--- src/rtl/fetch_unit.sv ---
// Instruction fetch: owns the fetch PC, issues pipelined imem reads, queues {pc,instr}; FETCH_PERF_CNT_EN adds perf counters.
// Latency: first out_valid 2 cycles after reset/redirect with a 1-cycle grant-to-rvalid memory.
// Backpressure: out_ready low fills the queue; requests stop once queued + in-flight words reach DEPTH.
module fetch_unit #(
    parameter int          DEPTH           = 4,
    parameter int          MAX_OUTSTANDING = 2,
    parameter logic [31:0] RESET_PC        = 32'h0000_0000
) (
    input  logic        clk,
    input  logic        reset,
    output logic        imem_req,
    output logic [31:0] imem_addr,
    input  logic        imem_gnt,
    input  logic        imem_rvalid,
    input  logic [31:0] imem_rdata,
    input  logic        redirect_valid,
    input  logic [31:0] redirect_pc,
    output logic        out_valid,
    input  logic        out_ready,
    output logic [31:0] out_instr,
    output logic [31:0] out_pc
`ifdef FETCH_PERF_CNT_EN
    ,
    output logic [31:0] perf_fetched,
    output logic [31:0] perf_dropped
`endif
);

    localparam int CW = $clog2(DEPTH + 1);
    localparam int PW = $clog2(DEPTH);
    localparam int OW = $clog2(MAX_OUTSTANDING + 1);

    logic [31:0]   fetch_pc;
    logic [31:0]   resp_pc;
    logic [31:0]   q_pc    [DEPTH];
    logic [31:0]   q_instr [DEPTH];
    logic [PW-1:0] rd_ptr;
    logic [PW-1:0] wr_ptr;
    logic [CW-1:0] count;
    logic [OW-1:0] outstanding;
    logic [OW-1:0] discard;
    logic          accept;
    logic          push;
    logic          pop;
    logic          rsp_drop;

    assign imem_addr = {fetch_pc[31:2], 2'b00};

    always_comb begin
        // Reserving queue space for every in-flight word means a push can never overflow.
        imem_req  = !reset && !redirect_valid
                    && ((int'(count) + int'(outstanding)) < DEPTH)
                    && (int'(outstanding) < MAX_OUTSTANDING);
        out_valid = (count != '0) && !redirect_valid;
        out_instr = (count != '0) ? q_instr[rd_ptr] : 32'd0;
        out_pc    = (count != '0) ? q_pc[rd_ptr]    : 32'd0;
        accept    = imem_req && imem_gnt;
        rsp_drop  = imem_rvalid && (redirect_valid || (discard != '0));
        push      = imem_rvalid && !rsp_drop;
        pop       = out_valid && out_ready;
    end

    always_ff @(posedge clk or posedge reset) begin
        if (reset) begin
            fetch_pc    <= {RESET_PC[31:2], 2'b00};
            resp_pc     <= {RESET_PC[31:2], 2'b00};
            rd_ptr      <= '0;
            wr_ptr      <= '0;
            count       <= '0;
            outstanding <= '0;
            discard     <= '0;
        end else begin
            if (accept) begin
                fetch_pc <= fetch_pc + 32'd4;
            end
            case ({accept, imem_rvalid})
                2'b10:   outstanding <= outstanding + OW'(1);
                2'b01:   outstanding <= outstanding - OW'(1);
                default: outstanding <= outstanding;
            endcase

            if (redirect_valid) begin
                // Everything still in flight after this cycle belongs to the old path.
                fetch_pc <= {redirect_pc[31:2], 2'b00};
                resp_pc  <= {redirect_pc[31:2], 2'b00};
                rd_ptr   <= '0;
                wr_ptr   <= '0;
                count    <= '0;
                discard  <= outstanding - OW'(imem_rvalid);
            end else begin
                if (push) begin
                    wr_ptr  <= wr_ptr + PW'(1);
                    resp_pc <= resp_pc + 32'd4;
                end else if (imem_rvalid) begin
                    discard <= discard - OW'(1);
                end
                if (pop) begin
                    rd_ptr <= rd_ptr + PW'(1);
                end
                case ({push, pop})
                    2'b10:   count <= count + CW'(1);
                    2'b01:   count <= count - CW'(1);
                    default: count <= count;
                endcase
            end
        end
    end

    always_ff @(posedge clk) begin
        if (push && !redirect_valid) begin
            q_pc[wr_ptr]    <= resp_pc;
            q_instr[wr_ptr] <= imem_rdata;
        end
    end

`ifdef FETCH_PERF_CNT_EN
    always_ff @(posedge clk or posedge reset) begin
        if (reset) begin
            perf_fetched <= 32'd0;
            perf_dropped <= 32'd0;
        end else begin
            perf_fetched <= perf_fetched + 32'(pop);
            perf_dropped <= perf_dropped + 32'(rsp_drop)
                            + (redirect_valid ? 32'(count) : 32'd0);
        end
    end
`endif

endmodule

--- config.mk ---
export PLATFORM = sky130hd
export DESIGN_NAME = fetch_unit
export DESIGN_NICKNAME = d
export VERILOG_FILES = /design/src/rtl/fetch_unit.sv
export SDC_FILE = /design/constraint.sdc
export NUM_CORES = 1
export LEC_CHECK = 0
export BUFFER_PORTS_ARGS = -buffer_cell sky130_fd_sc_hd__buf_4
export CAP_MARGIN = 20
export CORE_MARGIN = 10
export CORE_UTILIZATION = 55
export CTS_BUF_LIST = sky130_fd_sc_hd__clkbuf_8
export DETAILED_ROUTE_END_ITERATION = 8
export HOLD_SLACK_MARGIN = 0.08
export PLACE_DENSITY = 0.73
export SLEW_MARGIN = 20
export SYNTH_ARGS = -nofsm -noshare
export SYNTH_HDL_FRONTEND = slang
export SYNTH_SLANG_ARGS = --single-unit
--- constraint.sdc ---
create_clock -name clk -period 16.15 [get_ports clk]
set_clock_uncertainty 0.05 [all_clocks]
set_input_delay 1.615 -clock clk [delete_from_list [all_inputs] [get_ports clk]]
set_output_delay 1.615 -clock clk [all_outputs]
set_load 0.05 [all_outputs]
==> results of run 1 <==
==> routing by layer <==
layer / GRT usage / routed length (microns)
met5: 0 / 0
met4: 0.0540 / 524
met3: 0.0485 / 2120
met2: 0.284 / 13200
met1: 0.252 / 12700
==> registers in the layout (all words and copies together) (netlist names) <==
signal / count
q_pc: 120
outstanding: 2
discard: 2
resp_pc: 30
rd_ptr: 2
count: 3
wr_ptr: 2
fetch_pc: 30
q_instr: 128
==> path summary, 6_finish.rpt <==
check	startpoint	cells after the start	slack (ns)	to
max	redirect_valid	4	10.75	imem_req
min	outstanding[0]	1	0.49	outstanding[0]
max reg2reg	count[1]	7	13.02	fetch_pc[19]
min reg2reg	outstanding[0]	1	0.49	outstanding[0]
max in group asynchronous	reset	3	13.89	rd_ptr[0]
min in group asynchronous	reset	2	1.09	discard[1]
==> power breakdown <==
group | internal (mW) | total, mW | switching [mW]
registers | 0.943 | 1.01 | 0.0625
clock network | 0.334 | 0.634 | 0.299
logic | 0.316 | 0.888 | 0.573
total | 1.59 | 2.53 | 0.935
==> Yosys cell counts (2+ instances only) <==
master      n  area [sq um]
buf_2      12          60.1
nor4_2      3          37.5
clkbuf_1   25          93.8
nor2_1     32           120
mux4_2     62          1400
xnor2_1    18           158
nand2_1    56           210
and4_1      2          17.5
a31oi_1     9          56.3
buf_4       5          37.5
or3_1       2          12.5
o21ai_1     2          10.0
ha_1       10           125
nand4_1    24           150
o21ai_0    41           205
inv_1      10          37.5
o311ai_0    8          70.1
nor3b_1     7          52.6
and2_1     69           432
nor3_1      6          30.0
edfxtp_1  248          7450
xor2_1     26           228
o211ai_1   10          75.1
mux2_2      7          78.8
nor4_1      6          37.5
buf_1       3          11.3
a21oi_1    10          50.1
dfrtp_1    71          1780
and3_1      8          50.1
mux2i_1     3          30.0
a211oi_1    3          22.5
nand3_1    35           175
==> cell type report <==
| class | instances | area (sq um) |
|---|---|---|
| Timing Repair Buffer | 170 | 1280 |
| Fill cell | 1739 | 8300 |
| Tap cell | 324 | 405 |
| Multi-Input combinational cell | 475 | 3990 |
| Inverter | 12 | 45.0 |
| Clock buffer | 53 | 729 |
| Clock inverter | 38 | 205 |
| Sequential cell | 319 | 9230 |
==> stage by stage <==
step / setup slack, ns / utilization / power [mW]
after detailed placement: 10.78 / 0.618 / 1.93
after floorplan: 8.95 / - / 1.66
after global placement: 10.76 / 0.618 / 1.92
final: 10.75 / 0.657 / 2.53
after CTS: 10.78 / 0.657 / 2.56
after global routing: 10.58 / 0.657 / 2.65
==> worst max-delay path, stage by stage <==
cell	delay, ns
buf_4	0.53
clkinv_1	0.95
and3_1	0.44
buf_4	0.19
==> logic make-up (layout without fill, tap and decap cells) <==
logic type / count (synthesis) / in the layout
adder cells (fa/ha/maj): 11 / 11
other: 1 / 4
AO/OA/AOI/OAI: 88 / 88
XOR/XNOR: 44 / 44
AND/OR/NAND/NOR: 256 / 256
multiplexers: 72 / 72
flip-flops: 319 / 319
buffers and inverters: 57 / 273
==> impl.org, run 1 <==
** Outcome
- Run status :: finished, final reports clean

** Power and ir drop
- Standby leakage power :: approximately 5.8 nW
- Across the VDD grid, the largest voltage drop is 0.127 mV.
- Pwr dens :: ~160 nW/um^2

** Floorplanning
- Floorplan Core Area :: between 20000 and 25000 sq um
- Full die area :: 31100 sq um
- Width of the die :: ~180 microns
- During I/O placement, the number of pins put on the boundary was about 170.
- Height of the die :: 176 microns
- Initial Utilization :: 0.555
- The initialized floorplan defines between 50 and 60 standard-cell rows.

** Hold path
- Class of the most critical hold timing path :: flip-flop to flip-flop

** GRT
- Maximum number of pins on one net before global-route repair :: 66
- The number of antenna violations at the first check in global routing is 0.
- Across every metal layer, demand over resource in global routing totals 0.183.
- For this run the aggregate overflow at the end of global routing stands at 0.
- The first global-routing pass estimated ~46000 microns of wire.
- The number of global-route vias before repair is ~8.4k.

** Yosys
- In the synthesized netlist the async set-or-reset flop fraction comes to 0.223.
- Syn_area_per_cell :: 15.8 sq um
- Yosys mapped a number of flops with a built-in enable equal to 248.
- Fraction of synthesized area in multiplexers :: 0.112
- By area, the combinational part of the netlist is dominated by multiplexers.
- For this run, the leading register cell type out of synthesis is edfxtp_1.
- Post-synthesis register bit count :: about 320
- In the synthesized netlist, the number of instances is ~850.
- Of the total synthesized cell area, the portion taken by XOR and XNOR cells is 0.0287.
- Of the total synthesized cell area, the portion taken by AND, OR, NAND and NOR gates is 0.103.
- The post-synthesis compound-gate area fraction came to 0.0395.
- Of the total synthesized cell area, the portion taken by full adders, half adders and majority gates is 0.0108.
- For this run, the number of Yosys warnings is 0.
- Portion of the post-synthesis area used by sequential elements :: 0.687
- The synthesized netlist contains 47 unique library cells.
- Synthesized area :: between 10000 and 15000 sq um

** Detailed routing
- For this block, the routed nets add up to approximately 28000 microns of wire.
- Summing over every cut layer, the via total after detailed routing is 7977.
- The detail route stage leaves a number of antenna-violating nets equal to 0.
- The first routing iteration left between 600 and 700 violations.
- Before antenna repair, the detailed router went through 5 iterations.
- Detailed-route wire length per cell :: roughly 20 microns
- Avg Vias per Cell :: 5.73
- DRC viols :: 0

** Setup path
- CP startpoint kind :: input port
- Endpoint required time on the critical path :: roughly 14 ns
- Of all nets on the critical path, the largest fanout is 65.
- Worst endpoint data arrival time :: approximately 3.7 ns
- The worst setup path is captured at an output port.
- WS Path Type :: input port to output port

** Placed design
- Number of input and output port buffers inserted :: around 160
- Post-detailed-placement cell area :: 14900 sq um
- Half-perimeter wire length after placement :: around 18000 microns
- Number of placed instances, taps included :: ~1.3k
- Gp weighted congestion :: approximately 0.87

** Clock network
- Post-CTS Setup Inserts :: 0
- Clk buf depth :: 3
- Insertion delay to the later sink of the worst-skew pair :: 0.56 ns
- Total clock sinks :: 319
- Root buf cell :: clkbuf_8
- CTS tree :: built
- Number of buffers created by CTS :: 50
- Worst-path clk slew :: around 0.060 ns
- After clock tree synthesis, the repair step resized 0 gates.
- Number of hold buffers added after cts :: 0
- The H-tree generated during clock tree synthesis spans 2 levels.

** STA
- Final Critical Period :: 5.40 ns
- Timing would allow up to around 190 MHz.
- Headroom to the max-slew limit came out at 0.307.
- Setup violations remaining at the end of the flow were counted as 0.
- Hold violation count in the final report :: 0
- RSZ-0062 raised after global routing :: false
- The number of slew-limit violations in the final report is 0.
- At the pin with the least slew margin, the transition time is about 1.0 ns.
- Across all hold checks on the routed design, the worst slack comes to about 0.49 ns.
- Adding up every negative setup slack in the final design gives 0 ns.
- Part of the cycle the worst path needs :: 0.335

** Finish
- Most common library cell in the layout ignoring fill and taps :: edfxtp_1
- Top library cells by usage in the layout, fill and taps aside :: edfxtp_1, buf_4, and2_1, dfrtp_1, mux4_2
- Compared with the post-synthesis result, the final layout area differs by 18.3%.
- Post-layout nets :: approximately 1.1k
- In the final layout, the share of cells above drive strength 1 is 0.297.
- Leaving out filler cells and counting taps, the final layout contains ~1.4k.
- After routing the design area is between 15000 and 20000 sq um.
- 0 antenna diodes ended up in the layout.

** Run
- Count of maximum capacitance violations :: 0
No activity file was read; power rests on OpenSTA's default activity.
==> run 2, diff against run 1 <==
==> constraint.sdc (replaced) <==
create_clock -name clk -period 4.99 [get_ports clk]
set_clock_uncertainty 0.05 [all_clocks]
set_input_delay 0.499 -clock clk [delete_from_list [all_inputs] [get_ports clk]]
set_output_delay 0.499 -clock clk [all_outputs]
set_load 0.05 [all_outputs]
==> run 2 against run 1 <==
Effect of this change: wire length decreased by 1.4%; first-iteration DRC count shrank 22%; via count is 0.39% lower; hold slack got worse by 0.37 ns; largest cell class unchanged; highest routed layer unchanged.
==> impl.org, run 2 (synthesis results as in run 1) <==
** Outcome
- The flow ran to the end, and the final reports show no timing, DRC or antenna violations.

** Finish
- Most common library cell in the layout ignoring fill and taps :: edfxtp_1
- The largest registers in the layout are q_instr: 128 flops, q_pc: 120 flops.
- In the final design database the tool counted 1130 nets.
- Top library cells by usage in the layout, fill and taps aside :: edfxtp_1, buf_4, and2_1, dfrtp_1, mux4_2
- The repair_antennas step left the layout with diodes totalling 0.
- Layout cells sized above 1 :: 0.292
- Largest reg by FF count :: q_instr
- Relative to the synthesized area, the layout overhead comes to 19.6%.
- The layout has between 1.5k and 2k filler cells.
- Final Instance Area :: approximately 16000 sq um
- The register with the most flip-flops in the layout has between 100 and 150 of them.

** Power and ir drop
- In this run the power density over the cells is around 500 nW/um^2.
- Of the total power, the clock network draws 0.243.
- Internal power comes to roughly 5.1 mW.
- Of the total power, the share spent switching nets is 0.366.
- Worst ir drop on vdd :: 0.379 mV
- The share of total power dissipated in combinational logic is 0.348.
- For this design the total switching power over the nets is a little under 3 mW.
- Sequential Power Share :: 0.409
- Standby leakage power :: 5.83 nW
- Post-route total power :: just over 8 mW

** Setup path
- CP Capture Type :: output port
- For this design, the slowest cell found on the critical path is dfrtp_4.
- Following the worst setup path forward leads to its endpoint at out_instr[10].
- The critical path starts at rd_ptr[0].
- For the worst setup path, the data arrival time is approximately 2.9 ns.
- The worst register-to-register path begins at count[1].
- Number of cells on the worst reg-to-reg path :: 7
- Endpoint required time on the critical path :: 4.44 ns
- Counting both buffers and inverters, the worst setup path holds a total of 2.
- Cell Chain, Critical Path :: buf_4, mux4_2, and2_1, buf_4
- Worst reg2reg endpoint :: fetch_pc[19]
- On the critical path the largest part of the delay comes from flip-flops.
- In this design, the critical path's most frequently occurring cell is buf_4.
- The setup check on the worst reg-to-reg path leaves a slack of slightly above 2 ns.
- STA classifies the critical path startpoint as a flip-flop.
- Crit. path cell count :: 4
- WS Path Type :: flip-flop to output port
- Of all nets on the critical path, the largest fanout is between 40 and 50.
- On the worst path, the slowest cell contributes a delay of ~1.0 ns.

** STA
- Relative slew slack :: 0.359
- Static timing analysis puts the maximum clock frequency at between 200 and 300 MHz.
- Slack of the critical path :: between 1.5 and 2 ns
- Across all hold checks on the routed design, the worst slack comes to 0.119 ns.
- Accumulated negative setup slack :: 0 ns
- For the pin with the worst max-slew slack, the measured transition is a little under 1 ns.
- Setup violations remaining at the end of the flow were counted as 0.
- Of the available clock period, the critical path in the final layout requires 0.688.
- Final number of max-transition violations :: 0
- For the finished layout, the period the worst path requires is approximately 3.4 ns.
- Setup repair after global routing left no endpoint under its margin.
- Hold violation count in the final report :: 0

** Clock network
- In this run, CTS created clock tree buffers numbering 50.
- The clock tree synthesis step divided the H-tree into 2 levels.
- The tree built by TritonCTS fans out to around 320 sinks.
- Clock latency on the worst-skew pair, taken at its later pin, is about 0.55 ns.
- Root buf cell :: clkbuf_8
- TritonCTS built the clock tree.
- Worst-path clk slew :: 0.06 ns
- Quantity of gates resized following cts :: 0
- Counting along the longest clock path gives a buffer depth of 3.

** Floorplanning
- Initial Utilization :: 0.555
- The floorplan step set the die width to between 150 and 200 microns.
- The floorplan step defined a die boundary enclosing ~31000 sq um.
- Site row count :: 57
- between 150 and 200 I/O pins were placed.
- Height of the die :: approximately 180 microns
- After floorplanning, the core was sized to cover 24200 sq um.

** Run
- Across the run, the number of max-cap violations was 0.

** GRT
- Maximum number of pins on one net before global-route repair :: 66
- Initial antenna violation count :: 0
- Overall routing resource usage :: 0.183
- Vias in the first global route :: approximately 8.4k
- Residual overflow from global routing :: 0
- The first global-routing pass estimated about 45000 microns of wire.

** Placed design
- Routability-driven placement finished with a final weighted congestion of 0.878.
- The HPWL after detailed placement is 17600 microns.
- Port buffering added between 150 and 200 buffers.
- Post-detailed-placement cell area :: roughly 15000 sq um
- Minimum setup slack after placement :: approximately 1.6 ns

** Detailed routing
- First-iteration detailed-routing DRC count :: 476
- The routed design has approximately 28000 microns of wire.
- DRC viols :: 0
- The first detailed-routing pass took 5 iterations.
- Detail Route Antenna Nets :: 0
- Avg Vias per Cell :: roughly 5.6
- Detailed routing inserted a total of between 7k and 8k vias.
- After detailed routing, the average wire length per cell comes to about 20 microns.

** Hold path
- Class of the most critical hold timing path :: input port to flip-flop
==> run 2: worst min path at each step <==
stage | startpoint | to | slack, ns | cells after the start
detailed placement | fetch_pc[22] | fetch_pc[22] | 0.49 | 1
global route | imem_rdata[1] | q_instr[0][1] | 0.08 | 1
finish | imem_rdata[23] | q_instr[3][23] | 0.12 | 1
CTS | imem_rdata[26] | q_instr[2][26] | 0.08 | 1
global placement | fetch_pc[22] | fetch_pc[22] | 0.47 | 1
floorplan | resp_pc[31] | q_pc[0][31] | 0.44 | 0
==> run 2: area by class of cell <==
type / instances / area, sq um / area share
sequential: 319 / 9230 / 0.575
tap: 324 / 405 / 0.0252
clock buffer: 55 / 757 / 0.0471
inverter: 12 / 45.0 / 0.00281
clock inverter: 33 / 153 / 0.00951
multi-input combinational: 475 / 3990 / 0.248
timing repair buffer: 191 / 1480 / 0.0921
==> run 2: what timing repair did <==
| item | in CTS | in global routing |
|---|---|---|
| hold buffers | 18 | 0 |
| setup buffers | 0 | 0 |
| endpoints found under the hold margin | 90 | 0 |
==> run 2: routing by layer <==
layer,track usage,routed length [microns],vias up
met5,0,0,-
met4,0.0495,404,0
met3,0.0496,2330,33
met2,0.290,13300,288
met1,0.245,12100,3964
li1,-,-,3661
==> run 2: power by group through the flow <==
stage	combinational, mW	clock (mW)	sequential [mW]
after floorplan	2.06	0	3.33
after global placement	2.84	0	3.37
after detailed placement	2.86	0	3.38
after CTS	2.88	2.03	3.33
after global routing	3.00	2.15	3.37
final	2.83	1.97	3.32
==> run 2: per-stage QoR <==
step | instances | util
5_1_grt | 1409 | 0.664
6_report | 1409 | 0.664
3_3_place_gp | 1303 | 0.619
3_5_place_dp | 1303 | 0.619
4_1_cts | 1409 | 0.664
2_1_floorplan | 851 | -
==> run 3, diff against run 2 <==
==> constraint.sdc (replaced) <==
create_clock -name clk -period 3.23 [get_ports clk]
set_clock_uncertainty 0.05 [all_clocks]
set_input_delay 0.323 -clock clk [delete_from_list [all_inputs] [get_ports clk]]
set_output_delay 0.323 -clock clk [all_outputs]
set_load 0.05 [all_outputs]
==> run 3 against run 2 <==
Effect of this change: hold slack improved by 0.026 ns; register-to-register slack worse by 1.4 ns; cell count increased by 4.3%; combinational power up 63%; clock-buffer cell count unchanged; die area stayed put; flip-flop and latch count unchanged; via count grew 3.8%; critical path type unchanged.
==> impl.org, run 3 (synthesis results as in run 1) <==
** Outcome
- The flow ran to the end, and the final reports show no timing, DRC or antenna violations.

** STA
- For the pin with the worst max-slew slack, the measured transition is slightly below 1 ns.
- Accumulated negative setup slack :: 0 ns
- Relative slew slack :: 0.346
- Setup violations remaining at the end of the flow were counted as 0.
- Final number of max-transition violations :: 0
- WHS :: about 0.14 ns
- Hold violation count in the final report :: 0
- RSZ-0062 raised after global routing :: false
- Counting I/O delays and the setup requirement, the final critical path takes about 3 ns.
- Maximum operating frequency :: around 340 MHz
- Of the available clock period, the critical path in the final layout requires 0.905.

** GRT
- Residual overflow from global routing :: 0
- Overall routing resource usage :: 0.190
- The number of global-route vias before repair is slightly below 9k.
- Entering global routing, the biggest net connects 64 pins.
- Global-route wire length before repair :: 47500 microns
- Initial antenna violation count :: 0

** Clock network
- The clock drives 319 sinks.
- Clock tree synthesis selected as its root buffer the cell clkbuf_8.
- Depth of the CTS H-tree :: 2
- Buffers added to address setup during post-CTS repair amount to 0.
- Insertion delay to the later sink of the worst-skew pair :: ~0.55 ns
- Number of buffers created by CTS :: 51
- Clk buf depth :: 3
- CTS tree :: built
- After clock tree synthesis, the clock-pin slew on the worst setup and hold paths is around 0.060 ns.

** Finish
- Largest regs :: q_instr: 128 flops, q_pc: 120 flops
- Measured on the finished design, the core utilization comes to 0.696.
- Most common library cell in the layout ignoring fill and taps :: edfxtp_1
- Of the cells placed in the final design, the portion with a size suffix greater than 1 is 0.290.
- Top library cells by usage in the layout, fill and taps aside :: edfxtp_1, buf_4, and2_1, dfrtp_1, dlygate4sd3_1
- q_instr holds more flip-flops than any other register.
- Number of antenna cells inserted :: 0
- Post-layout nets :: ~1.2k
- Compared with the post-synthesis result, the final layout area differs by 25.3%.
- Fill cell instance count of the final layout :: 1604
- Number of flip-flops under the largest register name :: 128

** Detailed routing
- Total Routed Length :: between 20000 and 30000 microns
- Avg Vias per Cell :: roughly 5.6
- The count of nets left with antenna violations once routing finished came out at 0.
- Across all layers, the routed design uses 8249 vias.
- Number of optimization iterations in the first detailed-route pass :: 7
- In this run, the number of DRC markers left after iteration 0 of detailed routing was 614.
- After detailed routing, the average wire length per cell comes to around 20 microns.
- For this run, design rule violations remaining after detail routing come to 0.

** Power and ir drop
- Worst ir drop on vdd :: about 0.58 mV
- Post-route total power :: approximately 13 mW
- Standby leakage power :: ~6.2 nW
- For this design the ratio of total power to cell area is ~770 nW/um^2.

** Setup path
- Along the worst path, the maximum fanout reaches 23.
- For this run, the slowest stage of the critical path takes 0.74 ns.
- On the critical path the largest part of the delay comes from flip-flops.
- STA puts the critical path data required time at 2.86 ns.
- The number of buffers and inverters on the critical path is 2.
- STA classifies the critical path endpoint as an output port.
- Highest-delay cell along the critical path :: dfrtp_4
- WS Path Type :: flip-flop to output port
- CP startpoint kind :: flip-flop
- Cell Chain, Critical Path :: buf_12, mux4_2, and2_1, buf_4
- Worst endpoint data arrival time :: roughly 2.6 ns

** Floorplanning
- For this configuration, the core starts out at a cell density of 0.555.
- Height of the die :: between 150 and 200 microns
- The die is 176 microns wide.
- Ports :: around 170
- After floorplanning, the core was sized to cover about 24000 sq um.
- The floorplan has 57 rows.
- The die covers about 31000 sq um.

** Placed design
- Gp weighted congestion :: between 0.8 and 0.9
- Port buffering added roughly 160 buffers.
- Half-perimeter wire length after placement :: between 15000 and 20000 microns

** Hold path
- The path class of the tightest hold or removal check is input port to flip-flop.

** Run
- Count of maximum capacitance violations :: 0
## run 3: cell count changes in the layout (fill, tap and decap cells not counted), moves of 2 or more
cell           delta
buf_12           +10
nor3b_2           -4
nor3b_4           +4
clkinv_2          +2
clkinv_1          -6
inv_1             +4
dlygate4sd3_1    +47
bufinv_16         +2
## run 3: area by class of cell
class,count,area [sq um],area share
sequential,319,9230,0.549
clock buffer,55,757,0.0450
timing repair buffer,248,2150,0.128
tap,324,405,0.0241
clock inverter,36,223,0.0132
multi-input combinational,475,4010,0.239
inverter,12,45.0,0.00268
## run 3: worst paths after layout
| path | startpoint | end | slack, ns | cells after the start |
|---|---|---|---|---|
| worst max register to register | discard[0] | q_pc[3][16] | 0.62 | 5 |
| worst max-delay path | rd_ptr[0] | out_pc[9] | 0.31 | 4 |
| worst min-delay path | redirect_valid | rd_ptr[0] | 0.14 | 2 |
| worst min register to register | outstanding[1] | outstanding[1] | 0.49 | 1 |
| max in group asynchronous | reset | rd_ptr[1] | 2.15 | 4 |
| min in group asynchronous | reset | resp_pc[7] | 0.32 | 3 |
## run 3: layer usage
metal / global-route usage / part of all wire / vias up
met1: 0.259 / 0.43 / 4075
li1: - / - / 3782
met5: 0 / 0 / -
met4: 0.0565 / 0.021 / 0
met2: 0.297 / 0.47 / 340
met3: 0.0487 / 0.077 / 52
## run 3: metrics by stage
stage / cell area, sq um / worst slack (ns) / instances
global route: 16800 / 0.155 / 1469
CTS: 16800 / 0.214 / 1469
global placement: 15200 / 0.719 / 1313
finish: 16800 / 0.306 / 1469
floorplan: 13500 / 0.0921 / 851
detailed placement: 15200 / 0.635 / 1313
## run 3: where the power goes
part / internal, mW / switching [mW] / total, mW
Sequential: 4.71 / 0.344 / 5.06
Clock: 1.80 / 1.47 / 3.27
Combinational: 1.70 / 2.90 / 4.60
Total: 8.22 / 4.72 / 12.9
## run 3: worst reg2reg max path, stage by stage (launching register included)
cell and delay [ns]:
dfrtp_1 0.39, inv_1 0.07, ha_1 0.27, nand2_1 0.51, nor3b_4 0.74, buf_12 0.27
## run 3: what timing repair did
action | 4_1_cts | 5_1_grt
hold endpoints to repair | 211 | 0
hold buffers | 65 | 0
resized for setup | 0 | 0
